==> config.mk <==
export PLATFORM = sky130hd
export DESIGN_NAME = seq_add_sub
export DESIGN_NICKNAME = d
export VERILOG_FILES = /design/src/rtl/seq_add_sub.sv
export SDC_FILE = /design/constraint.sdc
export NUM_CORES = 1
export LEC_CHECK = 0
export ABC_CLOCK_PERIOD_IN_PS = 3800
export BUFFER_PORTS_ARGS = -buffer_cell sky130_fd_sc_hd__buf_4
export CORE_ASPECT_RATIO = 0.6
export CORE_MARGIN = 1
export CORE_UTILIZATION = 55
export CTS_BUF_LIST = sky130_fd_sc_hd__clkbuf_2 sky130_fd_sc_hd__clkbuf_4 sky130_fd_sc_hd__clkbuf_8
export DETAILED_ROUTE_END_ITERATION = 7
export GPL_ROUTABILITY_DRIVEN = 0
export MAX_ROUTING_LAYER = met4
export PLACE_DENSITY = 0.81
export SETUP_SLACK_MARGIN = 0.3
export SYNTH_ARGS = -nofsm -noshare
export SYNTH_HDL_FRONTEND = slang
export SYNTH_SLANG_ARGS = --single-unit
==> constraint.sdc <==
create_clock -name clk -period 3.8 [get_ports clk]
set_input_delay 0.76 -clock clk [delete_from_list [all_inputs] [get_ports clk]]
set_output_delay 0.76 -clock clk [all_outputs]
set_load 0.03 [all_outputs]
==> src/rtl/seq_add_sub.sv <==
// Chunk-serial adder/subtractor: one CHUNK-bit slice per cycle, LSB slice first,
// with a registered ripple carry between slices.
//
// state | meaning
// IDLE  | waiting for start
// RUN   | one slice added per cycle, busy=1
// DONE  | out/ovf valid, done=1 for this single cycle
module seq_add_sub #(
  parameter int WIDTH = 16,
  parameter int CHUNK = 4
) (
  input  logic             clk,
  input  logic             rst,
  input  logic             start,
  input  logic             sub,
  input  logic             cin,
  input  logic [WIDTH-1:0] in1,
  input  logic [WIDTH-1:0] in2,
  output logic             busy,
  output logic             done,
  output logic [WIDTH:0]   out,
  output logic             ovf
);

  localparam int N  = WIDTH / CHUNK;
  localparam int CW = (N > 1) ? $clog2(N) : 1;
  localparam logic [CW-1:0] LAST = CW'(N - 1);

  generate
    if ((WIDTH % CHUNK) != 0 || N < 1) begin : g_bad_params
      $error("seq_add_sub: WIDTH must be a non-zero multiple of CHUNK");
    end
  endgenerate

  typedef enum logic [1:0] {IDLE, RUN, DONE} state_t;

  state_t           state;
  logic [WIDTH-1:0] a_q;
  logic [WIDTH-1:0] b_q;
  logic             carry;
  logic [CW-1:0]    cnt;

  logic [CHUNK:0]   sum;
  logic [WIDTH-1:0] a_next;
  logic [WIDTH-1:0] b_next;
  logic             msb_cin;

  always_comb begin
    sum     = {1'b0, a_q[CHUNK-1:0]} + {1'b0, b_q[CHUNK-1:0]} + {{CHUNK{1'b0}}, carry};
    // sum bit = a ^ b ^ carry_in, so the carry into the slice MSB falls out directly
    msb_cin = a_q[CHUNK-1] ^ b_q[CHUNK-1] ^ sum[CHUNK-1];
  end

  // a_q doubles as the result register: each sum slice enters at the top
  // while the consumed operand slice leaves at the bottom.
  generate
    if (N == 1) begin : g_single
      assign a_next = sum[CHUNK-1:0];
      assign b_next = b_q;
    end else begin : g_multi
      assign a_next = {sum[CHUNK-1:0], a_q[WIDTH-1:CHUNK]};
      assign b_next = {{CHUNK{1'b0}}, b_q[WIDTH-1:CHUNK]};
    end
  endgenerate

  always_ff @(posedge clk) begin
    if (rst) begin
      state <= IDLE;
      a_q   <= '0;
      b_q   <= '0;
      carry <= 1'b0;
      cnt   <= '0;
      out   <= '0;
      ovf   <= 1'b0;
      busy  <= 1'b0;
      done  <= 1'b0;
    end else begin
      case (state)
        IDLE, DONE: begin
          done <= 1'b0;
          busy <= 1'b0;
          if (start) begin
            a_q   <= in1;
            b_q   <= sub ? ~in2 : in2;
            carry <= sub ? 1'b1 : cin;
            cnt   <= '0;
            busy  <= 1'b1;
            state <= RUN;
          end else begin
            state <= IDLE;
          end
        end
        RUN: begin
          a_q   <= a_next;
          b_q   <= b_next;
          carry <= sum[CHUNK];
          if (cnt == LAST) begin
            out   <= {sum[CHUNK], a_next};
            ovf   <= msb_cin ^ sum[CHUNK];
            busy  <= 1'b0;
            done  <= 1'b1;
            state <= DONE;
          end else begin
            cnt <= cnt + 1'b1;
          end
        end
        default: begin
          busy  <= 1'b0;
          done  <= 1'b0;
          state <= IDLE;
        end
      endcase
    end
  end

endmodule

==> implementation parameters, run 1 <==
Parameter                              Value

Timing
  Slack of the critical path ... ~1.7 ns
  Aggregate negative setup slack ... 0 ns
  Portion of the clock cycle consumed by the worst path in the final layout ... between 50% and 60%
  Headroom to the max-slew limit ... between 30% and 40%
  Number of setup violations in the final report ... 0
  Number of max-slew violations in the final report ... 0
  Final hold vios ... 0
  Achievable Freq ... 473 MHz
  RSZ-0062 raised after global routing ... false
  Min cycle time layout ... 2.12 ns
  Clk_skew ... ~0.0074 ns
  Tightest Pin Transition ... between 0.9 and 1 ns

Power and ir drop
  Relative contribution of sequential cells to total power ... a little over two fifths
  Clock network fraction of total power ... 46.4%
  Power share of the combinational group ... 11.4%
  Sw frac ... between 20% and 30%
  Sw Pwr ... 357 uW
  Final total power ... around 1.6 mW
  Internal ... approximately 1.2 mW
  Worst-case vdd ir drop ... between 0.0003 and 0.0004 V
  Leakage ... ~1.3 nW
  Power density over the cells ... 508 nW/um^2

Synth
  Synth Warn # ... 0
  Average footprint of a synthesized cell ... around 10 um^2
  Flip-flop and latch count after synthesis ... between 50 and 60
  EDFF count, synth ... 0
  Unique cell type count in the Yosys netlist ... 30
  Ys flop type ... dfxtp_1
  Synth Net Count ... ~290
  Ys async rst share ... 0%
  Mapped cell area ... 2410 um^2
  Portion of the post-synthesis area used by sequential elements ... 47.3%
  Synthesized netlist cell count ... 245

Clocking
  Clk buf depth ... 2
  Root cell of the clock tree ... clkbuf_8
  Hold bufs inserted after CTS ... 0
  Gates resized, CTS repair ... 0
  Total CTS buffers ... 9
  Clk pin slew, worst setup/hold paths ... 0.06 ns
  Clock tree from TritonCTS ... done
  Insertion delay to the later sink of the worst-skew pair ... between 0.3 and 0.4 ns
  Number of buffers inserted to repair setup after CTS ... 0
  Depth of the CTS H-tree ... 3
  TritonCTS sink count ... 57

Global route
  GR Util All Layers ... between 20% and 30%
  Initial antenna violation count ... 0
  Largest net degree at the start of global routing ... 44
  GRT Residual Overflow ... 0
  First-pass GRT wire length ... about 8600 um
  Number of global-route vias before repair ... 1765

Die
  Die height ... 53.3 um
  Std cell rows ... 18
  Chip width ... slightly below 90 um
  I/O Pins ... 57
  Area enclosed by the die boundary ... between 4000 and 5000 um^2
  Core Area ... 4170 um^2
  Initial standard-cell utilization of the core ... 57.9%

Worst setup path
  Critical path class ... input port to flip-flop
  Cell family with the largest share of critical-path delay ... simple AND/OR/NAND/NOR gates
  CP Max Fanout ... 32
  List of cells traversed by the critical path ... buf_4 -> nor2b_2 -> nor2_4 -> a221oi_1 -> nor2_1
  Worst path max stage delay ... ~0.7 ns
  WP buf/inv ... 1
  Critical Path Start Type ... input port
  Kind of capture point of the worst setup path ... flip-flop
  Data arrival time of the critical path ... roughly 2.3 ns
  Worst-path cell with the longest stage delay ... nor2b_2
  Required time worst endpoint ... roughly 4 ns

Final layout
  Area growth, synth to finish ... 26.5%
  Antenna diode count ... 0
  Most common library cell in the layout ignoring fill and taps ... buf_4
  Count of filler cells inserted in the layout ... approximately 320
  Final #Nets ... ~340
  Share of cells above drive strength 1 ... 27.2%
  Utilization of the core after routing ... between 70% and 80%
  Leading cell types in the layout, fill and taps excluded ... buf_4 (58), dfxtp_1 (57), a21oi_1 (34)
  Area of all placed cells without fillers ... 3050 um^2

Hold path
  Class of the tightest hold or removal check ... flip-flop to flip-flop

Drt
  Number of routed nets with antenna violations ... 0
  Drt total wl ... 5500 um
  Detailed-route DRC error count ... 0
  Total via count after detailed routing ... approximately 2.0k
  Post-DR vias/cell ... 5.61
  Starting DRT DRC Count ... 161
  Number of search-and-repair iterations in the first detailed-routing pass ... 5
  Post-detailed-route wirelength per cell ... around 15 um

Placement
  Placement-stage cell area ... 2790 um^2
  # port buffers ... 56
  Placement Setup Slack ... around 1.4 ns
  Placed wire-length estimate ... roughly 3700 um

Flow run
  Max-cap viol count ... 0

Status
  Status ... complete, no violations
==> sequential cells by signal, indices dropped and copies added, names as in the netlist <==
| signal | cells |
|---|---|
| out | 17 |
| a_q | 16 |
| b_q | 16 |
| cnt | 2 |
| state | 2 |
| busy | 1 |
| carry | 1 |
| done | 1 |
| ovf | 1 |
==> metal layers <==
layer  up-vias  GRT usage (%)  wire length [um]
met5         -              -                 0
met4         0           10.4                88
met3        10           11.5               362
met2        71           37.4              2460
met1       954           34.3              2590
li1        974              -                 -
==> cell usage after synthesis, types with 2 or more instances <==
master / instances / area [um^2]
dfxtp_1: 57 / 1140
a21oi_1: 34 / 170
a22oi_1: 30 / 225
nand2_1: 28 / 105
a22o_1: 16 / 140
xor2_1: 16 / 140
nor2_1: 13 / 48.8
buf_2: 9 / 45.0
buf_4: 4 / 30.0
buf_6: 4 / 45.0
clkbuf_1: 4 / 15.0
ha_1: 4 / 50.1
nor2b_1: 3 / 18.8
xnor2_1: 3 / 26.3
a311oi_1: 2 / 17.5
fa_1: 2 / 40.0
mux2i_1: 2 / 20.0
o21ai_0: 2 / 10.0
==> worst reg2reg max path, stage by stage, from the launching register on <==
cell and delay [ns]:
dfxtp_1 0.39, nor2b_2 0.81, nor2_4 0.32, a221oi_1 0.36, nor2_1 0.07
==> area by class of cell <==
class | count | area [um^2] | share of cell area (%)
clock buffer | 12 | 165 | 5.41
clock inverter | 4 | 97.6 | 3.20
multi-input combinational | 167 | 1140 | 37.3
sequential | 57 | 1140 | 37.4
tap | 60 | 75.1 | 2.46
timing repair buffer | 58 | 435 | 14.3
==> power groups by stage <==
| stage | Sequential [mW] | Combinational [mW] | Clock (mW) |
|---|---|---|---|
| floorplan | 0.660 | 0.125 | 0 |
| finish | 0.654 | 0.178 | 0.721 |
| global placement | 0.664 | 0.169 | 0 |
| CTS | 0.653 | 0.176 | 0.732 |
| detailed placement | 0.665 | 0.175 | 0 |
| global route | 0.657 | 0.196 | 0.761 |
==> logic make-up (layout without fill, tap and decap cells) <==
kind of cell	Yosys count	count (layout)	share of synthesized area (%)
AOI/OAI and AO/OA	89	89	25.4
DFF	57	57	47.3
and+or+nand+nor	51	51	10.3
buffers and inverters	21	74	5.60
xor gates and xnor gates	19	19	6.89
adders and majority gates	6	6	3.73
muxes	2	2	0.829
==> worst paths after layout <==
| path | from | endpoint | slack [ns] | cells past startpoint |
|---|---|---|---|---|
| worst max register to register | state[0] | carry | 1.72 | 4 |
| worst min register to register | b_q[5] | b_q[5] | 0.46 | 2 |
| worst min-delay path | b_q[5] | b_q[5] | 0.46 | 2 |
| worst max-delay path | start | carry | 1.68 | 5 |
==> metrics by stage <==
stage / std cells / hold slack [ns]
6_report: 358 / 0.457
5_1_grt: 358 / 0.489
4_1_cts: 358 / 0.456
3_5_place_dp: 342 / 0.451
3_3_place_gp: 342 / 0.444
2_1_floorplan: 245 / 0.436
No activity file was read; power rests on OpenSTA's default activity.
==> run 2, diff against run 1 <==
--- a/config.mk
+++ b/config.mk
@@ -5,16 +5,16 @@
 export SDC_FILE = /design/constraint.sdc
 export NUM_CORES = 1
 export LEC_CHECK = 0
-export ABC_CLOCK_PERIOD_IN_PS = 3800
+export ABC_CLOCK_PERIOD_IN_PS = 1900
 export BUFFER_PORTS_ARGS = -buffer_cell sky130_fd_sc_hd__buf_4
 export CORE_ASPECT_RATIO = 0.6
 export CORE_MARGIN = 1
-export CORE_UTILIZATION = 55
+export CORE_UTILIZATION = 50
 export CTS_BUF_LIST = sky130_fd_sc_hd__clkbuf_2 sky130_fd_sc_hd__clkbuf_4 sky130_fd_sc_hd__clkbuf_8
 export DETAILED_ROUTE_END_ITERATION = 7
 export GPL_ROUTABILITY_DRIVEN = 0
 export MAX_ROUTING_LAYER = met4
-export PLACE_DENSITY = 0.81
+export PLACE_DENSITY = 0.78
 export SETUP_SLACK_MARGIN = 0.3
 export SYNTH_ARGS = -nofsm -noshare
 export SYNTH_HDL_FRONTEND = slang
==> constraint.sdc (replaced) <==
create_clock -name clk -period 1.9 [get_ports clk]
set_input_delay 0.38 -clock clk [delete_from_list [all_inputs] [get_ports clk]]
set_output_delay 0.38 -clock clk [all_outputs]
set_load 0.03 [all_outputs]
==> run 2 against run 1 <==
Clock skew is 0.0044 ns higher. Worst setup slack worse by 1.6 ns. Via count is 0.55% higher. Sequential power is 100% higher. Clock power is 60% higher. Wire length is 7.4% higher. Critical path type is now flip-flop to flip-flop. Highest routed layer unchanged.
==> implementation parameters, run 2 (synthesis results as in run 1) <==
Parameter                              Value

Status
  Status ... complete, no violations (unchanged)

Worst setup path
  CP Max Fanout ... 3 (was 32)
  Required time worst endpoint ... 2.14 ns (was 4.00 ns)
  Slack of the worst reg-to-reg path ... 0.11 ns (was 1.72 ns)
  Kind of capture point of the worst setup path ... flip-flop (unchanged)
  R2r startpoint ... carry (was state[0])
  Critical Path Start Type ... flip-flop (was input port)
  Critical path class ... flip-flop to flip-flop (was input port to flip-flop)
  Worst path max stage delay ... 0.41 ns (was 0.71 ns)
  Most common cell type on the critical path ... fa_2
  Worst-path cell with the longest stage delay ... fa_2 (was nor2b_2)
  Critical register-to-register path endpoint ... ovf (was carry)
  R2R cell count ... 6 (was 4)
  Data arrival time of the critical path ... 2.04 ns (was 2.31 ns)
  List of cells traversed by the critical path ... fa_2 -> fa_2 -> nand3_2 -> nand2_4 -> xor2_1 -> a311oi_1 (was buf_4 -> nor2b_2 -> nor2_4 -> a221oi_1 -> nor2_1)

Timing
  Slack of the critical path ... 0.106 ns (was 1.68 ns)
  Min cycle time layout ... 1.79 ns
  Portion of the clock cycle consumed by the worst path in the final layout ... 94.4%
  Tightest Pin Transition ... 0.736 ns (was 0.964 ns)
  Clk_skew ... 0.0118 ns (was 0.00737 ns)
  Achievable Freq ... ~560 MHz
  Headroom to the max-slew limit ... 50.9% (was 35.4%)
  Aggregate negative setup slack ... 0 ns (unchanged)
  RSZ-0062 raised after global routing ... true (was false)
  Number of max-slew violations in the final report ... 0 (unchanged)
  Number of setup violations in the final report ... 0 (unchanged)
  Final hold vios ... 0 (unchanged)

Global route
  First-pass GRT wire length ... 8780 um (was 8620 um)
  GRT Residual Overflow ... 0 (unchanged)
  Largest net degree at the start of global routing ... 33 (was 44)
  Initial antenna violation count ... 0 (unchanged)
  GR Util All Layers ... 23.4% (was 26.9%)
  Number of global-route vias before repair ... 1823 (was 1765)

Power and ir drop
  Final total power ... 2.86 mW (was 1.55 mW)
  Leakage ... 1.33 nW (was 1.29 nW)
  Worst-case vdd ir drop ... 0.000651 V (was 0.000340 V)
  Power density over the cells ... 918 nW/um^2 (was 508 nW/um^2)

Drt
  Total via count after detailed routing ... 2020 (was 2009)
  Number of routed nets with antenna violations ... 0 (unchanged)
  Number of search-and-repair iterations in the first detailed-routing pass ... 5 (unchanged)
  Detailed-route DRC error count ... 0 (unchanged)
  Starting DRT DRC Count ... 133 (was 161)
  Post-DR vias/cell ... 5.47 (was 5.61)
  Post-detailed-route wirelength per cell ... 16.0 um (was 15.3 um)
  Drt total wl ... 5900 um (was 5500 um)

Clocking
  Total CTS buffers ... 9 (unchanged)
  TritonCTS sink count ... 57 (unchanged)
  Depth of the CTS H-tree ... 3 (unchanged)
  Clk buf depth ... 2 (unchanged)
  Clock tree from TritonCTS ... done (unchanged)
  Root cell of the clock tree ... clkbuf_8 (unchanged)
  Hold bufs inserted after CTS ... 0 (unchanged)
  Insertion delay to the later sink of the worst-skew pair ... 0.34 ns (was 0.33 ns)
  Clk pin slew, worst setup/hold paths ... 0.06 ns (about the same)

Final layout
  Largest registers ... out (17), a_q (16), b_q (16) (unchanged)
  Share of cells above drive strength 1 ... 32.4% (was 27.2%)
  Register ranked first by flip-flop count ... out (unchanged)
  Area growth, synth to finish ... 29.2% (was 26.5%)
  Most common library cell in the layout ignoring fill and taps ... buf_4 (unchanged)
  Number of flip-flops in the largest register ... 17 (unchanged)
  Final #Nets ... 344 (was 336)
  Final non-filler cell total ... 369 (was 358)
  Area occupied by registers ... 1140 um^2 (about the same)
  Leading cell types in the layout, fill and taps excluded ... buf_4 (64), dfxtp_1 (55), a21oi_1 (33) (was buf_4 (58), dfxtp_1 (57), a21oi_1 (34))
  Antenna diode count ... 0 (unchanged)
  Count of filler cells inserted in the layout ... 374 (was 318)
  Area occupied by multi-input gates ... 1200 um^2 (was 1140 um^2)

Placement
  Placement Setup Slack ... 0.146 ns (was 1.36 ns)
  Placed wire-length estimate ... 3650 um (was 3720 um)
  Cell count after placement ... 349 (was 342)
  # port buffers ... 56 (unchanged)

Hold path
  Startpoint of the most critical hold path ... in1[14] (was b_q[5])
  WHS Path Cells ... 3 (was 2)
  Class of the tightest hold or removal check ... input port to flip-flop (was flip-flop to flip-flop)
  End point of the most critical hold path ... a_q[14] (was b_q[5])

Die
  Area enclosed by the die boundary ... 5120 um^2 (was 4670 um^2)
  Chip width ... 91.7 um (was 87.5 um)
  I/O Pins ... 57 (unchanged)
  Std cell rows ... 19 (was 18)
  Die height ... 55.8 um (was 53.3 um)
  Core Area ... 4610 um^2 (was 4170 um^2)
  Initial standard-cell utilization of the core ... 52.3% (was 57.9%)

Flow run
  Max-cap viol count ... 0 (unchanged)
-- run 2: area by class of cell --
class,count,share of cell area (%)
clock buffers,11,4.86
well taps,63,2.53
flip-flops and latches,57,36.7
repair buffers,65,15.8
clock inverters,5,1.73
multi-input cells,168,38.4
-- run 2: power breakdown --
group | switching [mW] | leakage [nW] | internal (mW)
Clock | 0.481 | 0.109 | 0.672
Combinational | 0.222 | 0.751 | 0.180
Sequential | 0.0481 | 0.466 | 1.26
-- run 2: through the flow --
step           instance area (um^2)  utilization (%)  hold WS [ns]
3_5_place_dp                   2840             61.6         0.452
4_1_cts                        3050             66.1         0.321
5_1_grt                        3120             67.6         0.340
6_report                       3120             67.6         0.327
2_1_floorplan                  2430                -         0.436
3_3_place_gp                   2840             61.6         0.445
-- run 2: worst max path at each step --
stage / slack (ns) / endpoint / from / depth (start not counted)
finish: 0.11 / ovf / carry / 6
global route: 0.03 / ovf / carry / 6
CTS: 0.13 / ovf / carry / 6
detailed placement: 0.15 / ovf / carry / 6
global placement: 0.20 / a_q[14] / carry / 6
floorplan: 0.24 / ovf / carry / 6
-- run 2: timing repair --
item / 4_1_cts / 5_1_grt
cloned: 0 / 1
endpoints found under the hold margin: 0 / 0
setup buffers: 0 / 3
pin swaps: 1 / 4
endpoints found under the setup margin: 6 / 38
gates resized for setup: 1 / 8
-- run 2: critical path, delay by kind of cell (launching register included) --
| family | cells | cell delay [ns] |
|---|---|---|
| flip-flops | 1 | 0.33 |
| XOR/XNOR | 1 | 0.15 |
| adder cells (fa/ha/maj) | 2 | 0.81 |
| AND/OR/NAND/NOR | 2 | 0.18 |
| AO/OA/AOI/OAI | 1 | 0.24 |
-- run 2: metal layers --
layer	vias to the layer above	GRT usage (%)	routed length [um]
met5	-	-	0
met4	0	6.70	72
met3	8	8.06	460
met2	83	32.7	2620
met1	939	32.0	2740
li1	990	-	-
